<file path="config.mk">
export PLATFORM = sky130hd
export DESIGN_NAME = branch_seq
export DESIGN_NICKNAME = d
export VERILOG_FILES = /design/src/rtl/minisrc_pkg.sv /design/src/rtl/sat_counter.sv /design/src/rtl/branch_seq.sv
export SDC_FILE = /design/constraint.sdc
export NUM_CORES = 1
export LEC_CHECK = 0
export ABC_CLOCK_PERIOD_IN_PS = 2580
export CELL_PAD_IN_SITES_DETAIL_PLACEMENT = 0
export CELL_PAD_IN_SITES_GLOBAL_PLACEMENT = 1
export CORE_MARGIN = 2
export CORE_UTILIZATION = 30
export CTS_CLUSTER_DIAMETER = 30
export DETAILED_ROUTE_END_ITERATION = 10
export HOLD_SLACK_MARGIN = 0.1
export PLACE_DENSITY_LB_ADDON = 0.1
export SLEW_MARGIN = 15
export SYNTH_ARGS = -nofsm -noshare
export SYNTH_HDL_FRONTEND = slang
export SYNTH_HIERARCHICAL = 1
export SYNTH_SLANG_ARGS = --single-unit
</file>
<file path="constraint.sdc">
create_clock -name Clock -period 2.58 [get_ports Clock]
set_input_delay 0.387 -clock Clock [delete_from_list [all_inputs] [get_ports Clock]]
set_output_delay 0.387 -clock Clock [all_outputs]
set_load 0.05 [all_outputs]
</file>
<file path="src/rtl/minisrc_pkg.sv">
// Shared Mini SRC definitions: branch sequencer states, CON FF
// condition encodings, IR field bounds and opcode values.
package minisrc_pkg;

  typedef enum logic [1:0] {
    ST_IDLE    = 2'd0,
    ST_EVAL    = 2'd1,
    ST_RESOLVE = 2'd2,
    ST_COMMIT  = 2'd3
  } br_state_t;

  localparam logic [1:0] COND_ZR = 2'b00;
  localparam logic [1:0] COND_NZ = 2'b01;
  localparam logic [1:0] COND_PL = 2'b10;
  localparam logic [1:0] COND_MI = 2'b11;

  localparam int OP_MSB = 31;
  localparam int OP_LSB = 27;
  localparam int RA_MSB = 26;
  localparam int RA_LSB = 23;
  localparam int C2_MSB = 20;
  localparam int C2_LSB = 19;
  localparam int C_MSB  = 18;
  localparam int C_LSB  = 0;

  localparam logic [4:0] OP_LD     = 5'b00000;
  localparam logic [4:0] OP_ST     = 5'b00010;
  localparam logic [4:0] BR_OPCODE = 5'b10010;

  // Sign-extends the 19-bit C field to a full 32-bit offset.
  function automatic logic [31:0] sextC(input logic [18:0] c);
    return {{13{c[18]}}, c};
  endfunction

endpackage

</file>
<file path="src/rtl/sat_counter.sv">
// Saturating up-counter: sticks at all-ones, cleared only by reset.
module sat_counter #(
  parameter int W = 16
) (
  input  logic         Clock,
  input  logic         Reset_n,
  input  logic         inc,
  output logic [W-1:0] count
);

  // Count up on inc unless already at the all-ones ceiling.
  always_ff @(posedge Clock) begin
    if (!Reset_n) begin
      count <= '0;
    end else if (inc && (count != {W{1'b1}})) begin
      count <= count + 1'b1;
    end
  end

endmodule

</file>
<file path="src/rtl/branch_seq.sv">
// Multi-cycle conditional branch sequencer for the Mini SRC datapath.
// Drives Ra into the CON FF for one cycle, samples the result, then
// commits PC + sext(C) and keeps saturating branch statistics.
module branch_seq #(
  parameter logic [4:0] BR_OPCODE = minisrc_pkg::BR_OPCODE,
  parameter int         CNT_W     = 16
) (
  input  logic             Clock,
  input  logic             Reset_n,
  input  logic             Start,
  input  logic [31:0]      IR,
  input  logic [31:0]      RaData,
  input  logic [31:0]      PC,
  input  logic             BranchOut,
  output logic             CONin,
  output logic [1:0]       CondSel,
  output logic [31:0]      BusOut,
  output logic             Busy,
  output logic             Done,
  output logic             Taken,
  output logic             PCload,
  output logic [31:0]      PCnext,
  output logic             BadOp,
  output logic [CNT_W-1:0] BrCount,
  output logic [CNT_W-1:0] TakenCount
);

  import minisrc_pkg::*;

  br_state_t   r_state;
  br_state_t   w_next;
  logic [1:0]  r_cond;
  logic [18:0] r_off;
  logic [31:0] r_pc;
  logic        r_bad;
  logic        r_taken;
  logic        w_isBranch;
  logic        w_incBr;
  logic        w_incTaken;
  logic        w_unusedIr;

  assign w_isBranch = (IR[OP_MSB:OP_LSB] == BR_OPCODE);
  assign w_unusedIr = ^IR[RA_MSB:C2_MSB+1];

  // State register plus the instruction fields and branch outcome latches.
  always_ff @(posedge Clock) begin
    if (!Reset_n) begin
      r_state <= ST_IDLE;
      r_cond  <= 2'b00;
      r_off   <= '0;
      r_pc    <= '0;
      r_bad   <= 1'b0;
      r_taken <= 1'b0;
    end else begin
      r_state <= w_next;
      if ((r_state == ST_IDLE) && Start) begin
        r_cond  <= IR[C2_MSB:C2_LSB];
        r_off   <= IR[C_MSB:C_LSB];
        r_pc    <= PC;
        r_bad   <= !w_isBranch;
        r_taken <= 1'b0;
      end
      if (r_state == ST_RESOLVE) begin
        r_taken <= BranchOut;
      end
    end
  end

  // Next-state decode and per-state datapath outputs.
  always_comb begin
    w_next = r_state;
    CONin  = 1'b0;
    BusOut = '0;
    Done   = 1'b0;
    PCload = 1'b0;
    PCnext = '0;
    BadOp  = 1'b0;
    unique case (r_state)
      ST_IDLE: begin
        if (Start) begin
          w_next = w_isBranch ? ST_EVAL : ST_COMMIT;
        end
      end
      ST_EVAL: begin
        CONin  = 1'b1;
        BusOut = RaData;
        w_next = ST_RESOLVE;
      end
      ST_RESOLVE: begin
        w_next = ST_COMMIT;
      end
      ST_COMMIT: begin
        Done   = 1'b1;
        PCload = r_taken && !r_bad;
        PCnext = r_pc + sextC(r_off);
        BadOp  = r_bad;
        w_next = ST_IDLE;
      end
      default: begin
        w_next = ST_IDLE;
      end
    endcase
  end

  assign CondSel    = r_cond;
  assign Busy       = (r_state != ST_IDLE);
  assign Taken      = r_taken;
  assign w_incBr    = (r_state == ST_COMMIT) && !r_bad;
  assign w_incTaken = (r_state == ST_COMMIT) && !r_bad && r_taken;

  sat_counter #(.W(CNT_W)) u_brCount (
    .Clock   (Clock),
    .Reset_n (Reset_n),
    .inc     (w_incBr),
    .count   (BrCount)
  );

  sat_counter #(.W(CNT_W)) u_takenCount (
    .Clock   (Clock),
    .Reset_n (Reset_n),
    .inc     (w_incTaken),
    .count   (TakenCount)
  );

endmodule

</file>
==> Yosys cells after proc, flatten, opt, wreduce, memory -nomap -nowiden <==
Cells that the tools add are included.
{ "totals": {"reg_bits": 89, "input_bits": 100, "out_inout_bits": 104, "wordCells": 40} }
{ "op_classes": {"n_addsub": 3, "n_eq_ne": 7, "n_mux": 11, "reduce_logical": 11} }
{ "op_table": {"columns": ["cell", "n"], "rows": [
  ["32-bit 2-to-1 mux", 2],
  ["16-bit by 1-bit adder with 16-bit output, second input constant", 2],
  ["32-bit adder", 1],
  ["16-bit inequality test, second input constant", 2],
  ["2-bit one-hot mux with 4 select lines", 1],
  ["1-bit logical AND", 6],
  ["1-bit 2-to-1 mux", 6],
  ["5-bit == test, second input constant", 1],
  ["2-bit == test, second input constant", 2],
  ["2-bit 2-to-1 mux", 2],
  ["2-bit nonzero test", 2],
  ["2-bit by 1-bit == test with 1-bit output, second input constant", 1],
  ["1-bit logical NOT", 2],
  ["2-bit logical NOT", 1],
  ["2-bit inequality test, second input constant", 1]
]} }

==> Longest topological paths before layout <==
{ "logic_depth": {"depth_word": 4, "mapped_depth": 10, "depth_no_buf": 10} }

==> Cells and area by module <==
Netlist, hierarchy kept.
{ "by_module_without_submodules": {"columns": ["mod", "instances", "cells_each", "area_each_um2", "seq_area_each_um2"], "rows": [
  ["branch_seq", 1, 607, 4460.5, 1141.1],
  ["sat_counter", 2, 97, 837.1, 320.3]
]} }

==> Least setup slack after synthesis <==
No wires, ideal clock.
{ "synth_path": {"path_kind": "reg-to-output", "start": "reg r_off[18]", "end": "out PCnext[29]", "t_arrival_ps": 3171, "t_required_ps": 2193, "path_slack_ps": -978, "stages_incl_launch_ff": 10, "n_path_buf": 1, "path_cell_list": "dfxtp_1 -> ha_1 -> clkbuf_1 -> a21oi_1 -> o21ai_0 -> a2111oi_0 -> a211o_1 -> o2111ai_1 -> nand3_1 -> nor3b_1"} }
{ "synth_between": {"elab_chain_len": 2} }
{ "synth_rtl": {"columns": ["element", "line_no", "source"], "rows": [
  ["start: declaration", "branch_seq.sv:33", "logic [18:0] r_off;"],
  ["start signal: assignment", "branch_seq.sv:58", "r_off <= IR[C_MSB:C_LSB];"],
  ["32-bit adder", "branch_seq.sv:95", "PCnext = r_pc + sextC(r_off);"],
  ["32-bit 2-to-1 mux", "branch_seq.sv:78", "unique case (r_state)"],
  ["end: declaration", "branch_seq.sv:22", "output logic [31:0] PCnext,"]
]} }
Every way passes these cells.

==> Final worst setup path <==
{ "layout_path": {"start": "reg r_off[1]", "end": "out PCnext[27]"} }
The elaborated chain is that of the path after synthesis.

==> run summary <==
=======================================================================================
Result of the run                                                          finished, violations left
Failing checks                                                             setup timing
TritonCTS clock tree                                                                yes
Initial antenna violation count                                                       1
Number of flops mapped to enable cells by yosys                                       0
Overall fraction of global-route tracks in use                                    0.198
Area of the die                                                             0.0216 mm^2
Number of global-route vias before repair                                          6741
Number of max-cap violations                                                          0
Dominant cell type by area after synthesis                                 sky130_fd_sc_hd__dfxtp_1
Wire length of the first global-routing pass                                   34800 um
Most common cell after layout, fill and taps aside                         sky130_fd_sc_hd__nand2_1
Synth cell types                                                                     62
Row count                                                                            52
Layout area overhead                                                              80.8%
Start-to-end type of the worst setup path                                    reg -> out
Maximum buffer depth of the clock tree                                                2
Unrepaired setup endpoints after global routing                                    true
Initial Util                                                                      0.304
CTS hold repair buffers                                                               0
Count of endpoints failing setup in the final report                                 29
Worst ir drop on vdd                                                         0.000556 V
Wire length after detailed routing                                             21700 um
Worst Skew                                                                      7.78 ps
Root Driver                                                                sky130_fd_sc_hd__clkbuf_16
Maximum fanout along the worst path                                                   3
Synthesized Nets                                                                    940
Classification of the worst-slack hold path                                  reg -> reg
Number of hold-slack violations in the final timing report                            0
Number of violations reported at the end of detailed-routing iteration 0            267
Sort of element at the end of the critical path                            primary output
Clock transition at path regs                                                     70 ps
Die Ht                                                                           147 um
Port Buf Inserts                                                                    197
Share of the synthesized area in the top cell type                                0.290
Transition time at the pin with the least slew margin                            633 ps
HPWL after detailed placement                                                  16100 um
TritonCTS buffer count                                                                9
Total power divided by cell area                                            635 mW/mm^2
CP Data Arrival Time                                                            2820 ps
DIE WIDTH                                                                        147 um
Count of clock tree sinks                                                            89
Top cells by area in the synthesized netlist                               sky130_fd_sc_hd__dfxtp_1 29%, sky130_fd_sc_hd__nand2_1 10%, sky130_fd_sc_hd__ha_1 7.8%, sky130_fd_sc_hd__a21boi_0 6.5%, sky130_fd_sc_hd__a21oi_1 4.3%
Leak Pwr                                                                        4.19 nW
Gpl congestion                                                                    0.830
Share of flip-flops with an asynchronous set or reset after synthesis                 0
Count of synthesis-stage warnings from yosys                                          6
Upper clock frequency limit                                                     312 MHz
Post-route DRC                                                                        0
Number of filler instances in the final layout                                     1885
Gate Count Post-Synth                                                               801
Worst-case headroom to the max-slew limit                                         0.573
Count of TritonRoute iterations in the first routing pass                             4
Most frequent cells in the layout                                          161 x sky130_fd_sc_hd__nand2_1, 128 x sky130_fd_sc_hd__clkdlybuf4s50_1, 118 x sky130_fd_sc_hd__buf_4
GRT overflow                                                                          0
Main flop type after synthesis                                             sky130_fd_sc_hd__dfxtp_1
Post-route setup TNS                                                          -11380 ps
Number of max-slew violations in the final report                                     0
Fraction of layout cells with a size suffix above 1                               0.308
IO Pins                                                                             204
Required time at the worst-slack endpoint                                       2190 ps
Number of H-tree branching levels                                                     3
Synth Area per Inst                                                           7.66 um^2
Part of the Yosys area used for sequential elements                               0.290
Fin nets                                                                           1241
Dpl cells                                                                          1343
Startpoint class of the critical path                                          register
Remaining antenna violation count                                                     0
Largest net degree at the start of global routing                                    56
Core footprint                                                              0.0202 mm^2
Final clock period utilization by the worst path                                   1.24
Worst setup slack after layout                                                  -624 ps
Synthesized flop and latch total                                                     89
Total Power Consumption                                                         7.04 mW
Wirelength per Cell                                                             15.7 um
Per-cell via count in the routed design                                            4.88
Final standard cell count with taps included and fillers excluded                  1377
Clock period minus final worst setup slack                                      3200 ps
Vias after detailed routing                                                        6717
Mapped Area                                                                0.00613 mm^2
Clk Latency, worst-skew pair                                                     350 ps
=======================================================================================
cell type report:
class | instances | area [um^2] | area share
multi-input combinational | 651 | 4900 | 0.442
sequential | 89 | 1800 | 0.163
tap | 270 | 338 | 0.0305
clock buffer | 9 | 225 | 0.0203
antenna | 1 | 2.50 | 0.000226
inverter | 24 | 90.1 | 0.00812
clock inverter | 6 | 50.0 | 0.00451
timing repair buffer | 327 | 3680 | 0.332
cell families after synthesis:
logic type	synth area share
multiplexers	0.0212
flip-flops	0.290
adder cells (fa/ha/maj)	0.0808
buffers and inverters	0.0398
XOR/XNOR	0.0271
AND/OR/NAND/NOR	0.297
AO/OA/AOI/OAI	0.244
worst max-delay path, stage by stage, from the launching register on:
cell and delay [ps]:
sky130_fd_sc_hd__dfxtp_4 360, sky130_fd_sc_hd__ha_4 260, sky130_fd_sc_hd__a21o_1 100, sky130_fd_sc_hd__a21o_1 170
sky130_fd_sc_hd__a311oi_2 130, sky130_fd_sc_hd__o31a_1 350, sky130_fd_sc_hd__o31a_1 320, sky130_fd_sc_hd__buf_6 170
sky130_fd_sc_hd__a31oi_4 170, sky130_fd_sc_hd__mux2i_4 280, sky130_fd_sc_hd__buf_12 160
flip-flops by register name, summed over array words and instances (netlist names):
name	count
r_bad	1
Taken	1
u_takenCount/count	16
r_pc	32
r_off	19
r_state	2
u_brCount/count	16
CondSel	2
worst paths after layout:
kind / start / end / slack (ps) / cells past startpoint
setup reg to reg: r_state[1]$_SDFFE_PN0P_ / u_takenCount/count[13]$_SDFFE_PN0P_ / 510 / 7
hold reg to reg: r_pc[25]$_SDFFE_PN0P_ / r_pc[25]$_SDFFE_PN0P_ / 470 / 2
setup / recovery: r_off[1]$_SDFFE_PN0P_ / PCnext[27] / -620 / 10
hold / removal: r_pc[25]$_SDFFE_PN0P_ / r_pc[25]$_SDFFE_PN0P_ / 470 / 2
metal layers:
| metal | wire (um) | share of wire | vias up | global-route usage |
|---|---|---|---|---|
| met5 | 0 | 0 | - | 0 |
| met4 | 231 | 0.011 | 0 | 0.0365 |
| met3 | 923 | 0.043 | 15 | 0.0391 |
| met2 | 10700 | 0.49 | 124 | 0.349 |
| met1 | 9790 | 0.45 | 3111 | 0.254 |
| li1 | - | - | 3467 | - |
cells in the mapped netlist (all sizes together) (5+ instances only):
library cell	instances
and4	6
nand2	163
nand4	14
nand3	17
o21ai	26
nor2b	5
or4	10
clkbuf	28
and3	8
a21o	14
a211oi	5
a21boi	54
nor2	43
buf	9
ha	38
or3	9
a21oi	53
nor3	13
inv	24
nor4	8
and2	42
o211ai	5
o31ai	11
mux2i	13
nor3b	5
dfxtp	89
nand2b	10
xor2	12
xnor2	7
o21a	10
stage by stage:
step                      utilization  cell area [um^2]  hold WS, ps  worst slack, ps
after CTS                       0.538             10900          474             -649
after floorplan                     -              6400          447             -310
after detailed placement        0.499             10100          461             -432
final                           0.550             11100          469             -624
after global routing            0.550             11100          484             -746
after global placement          0.499             10100          453             -413
repair_timing:
action,4_1_cts,5_1_grt
setup buffers,15,10
pin swaps,40,28
endpoints found under the setup margin,28,29
gates resized for setup,96,33
power breakdown:
| group | switching, mW | leakage (nW) | internal [mW] |
|---|---|---|---|
| registers | 0.157 | 0.730 | 1.56 |
| logic | 2.23 | 3.32 | 1.81 |
| clock network | 0.618 | 0.140 | 0.666 |
| total | 3.01 | 4.19 | 4.03 |
Note: power is estimated with default switching activity, not from simulation.
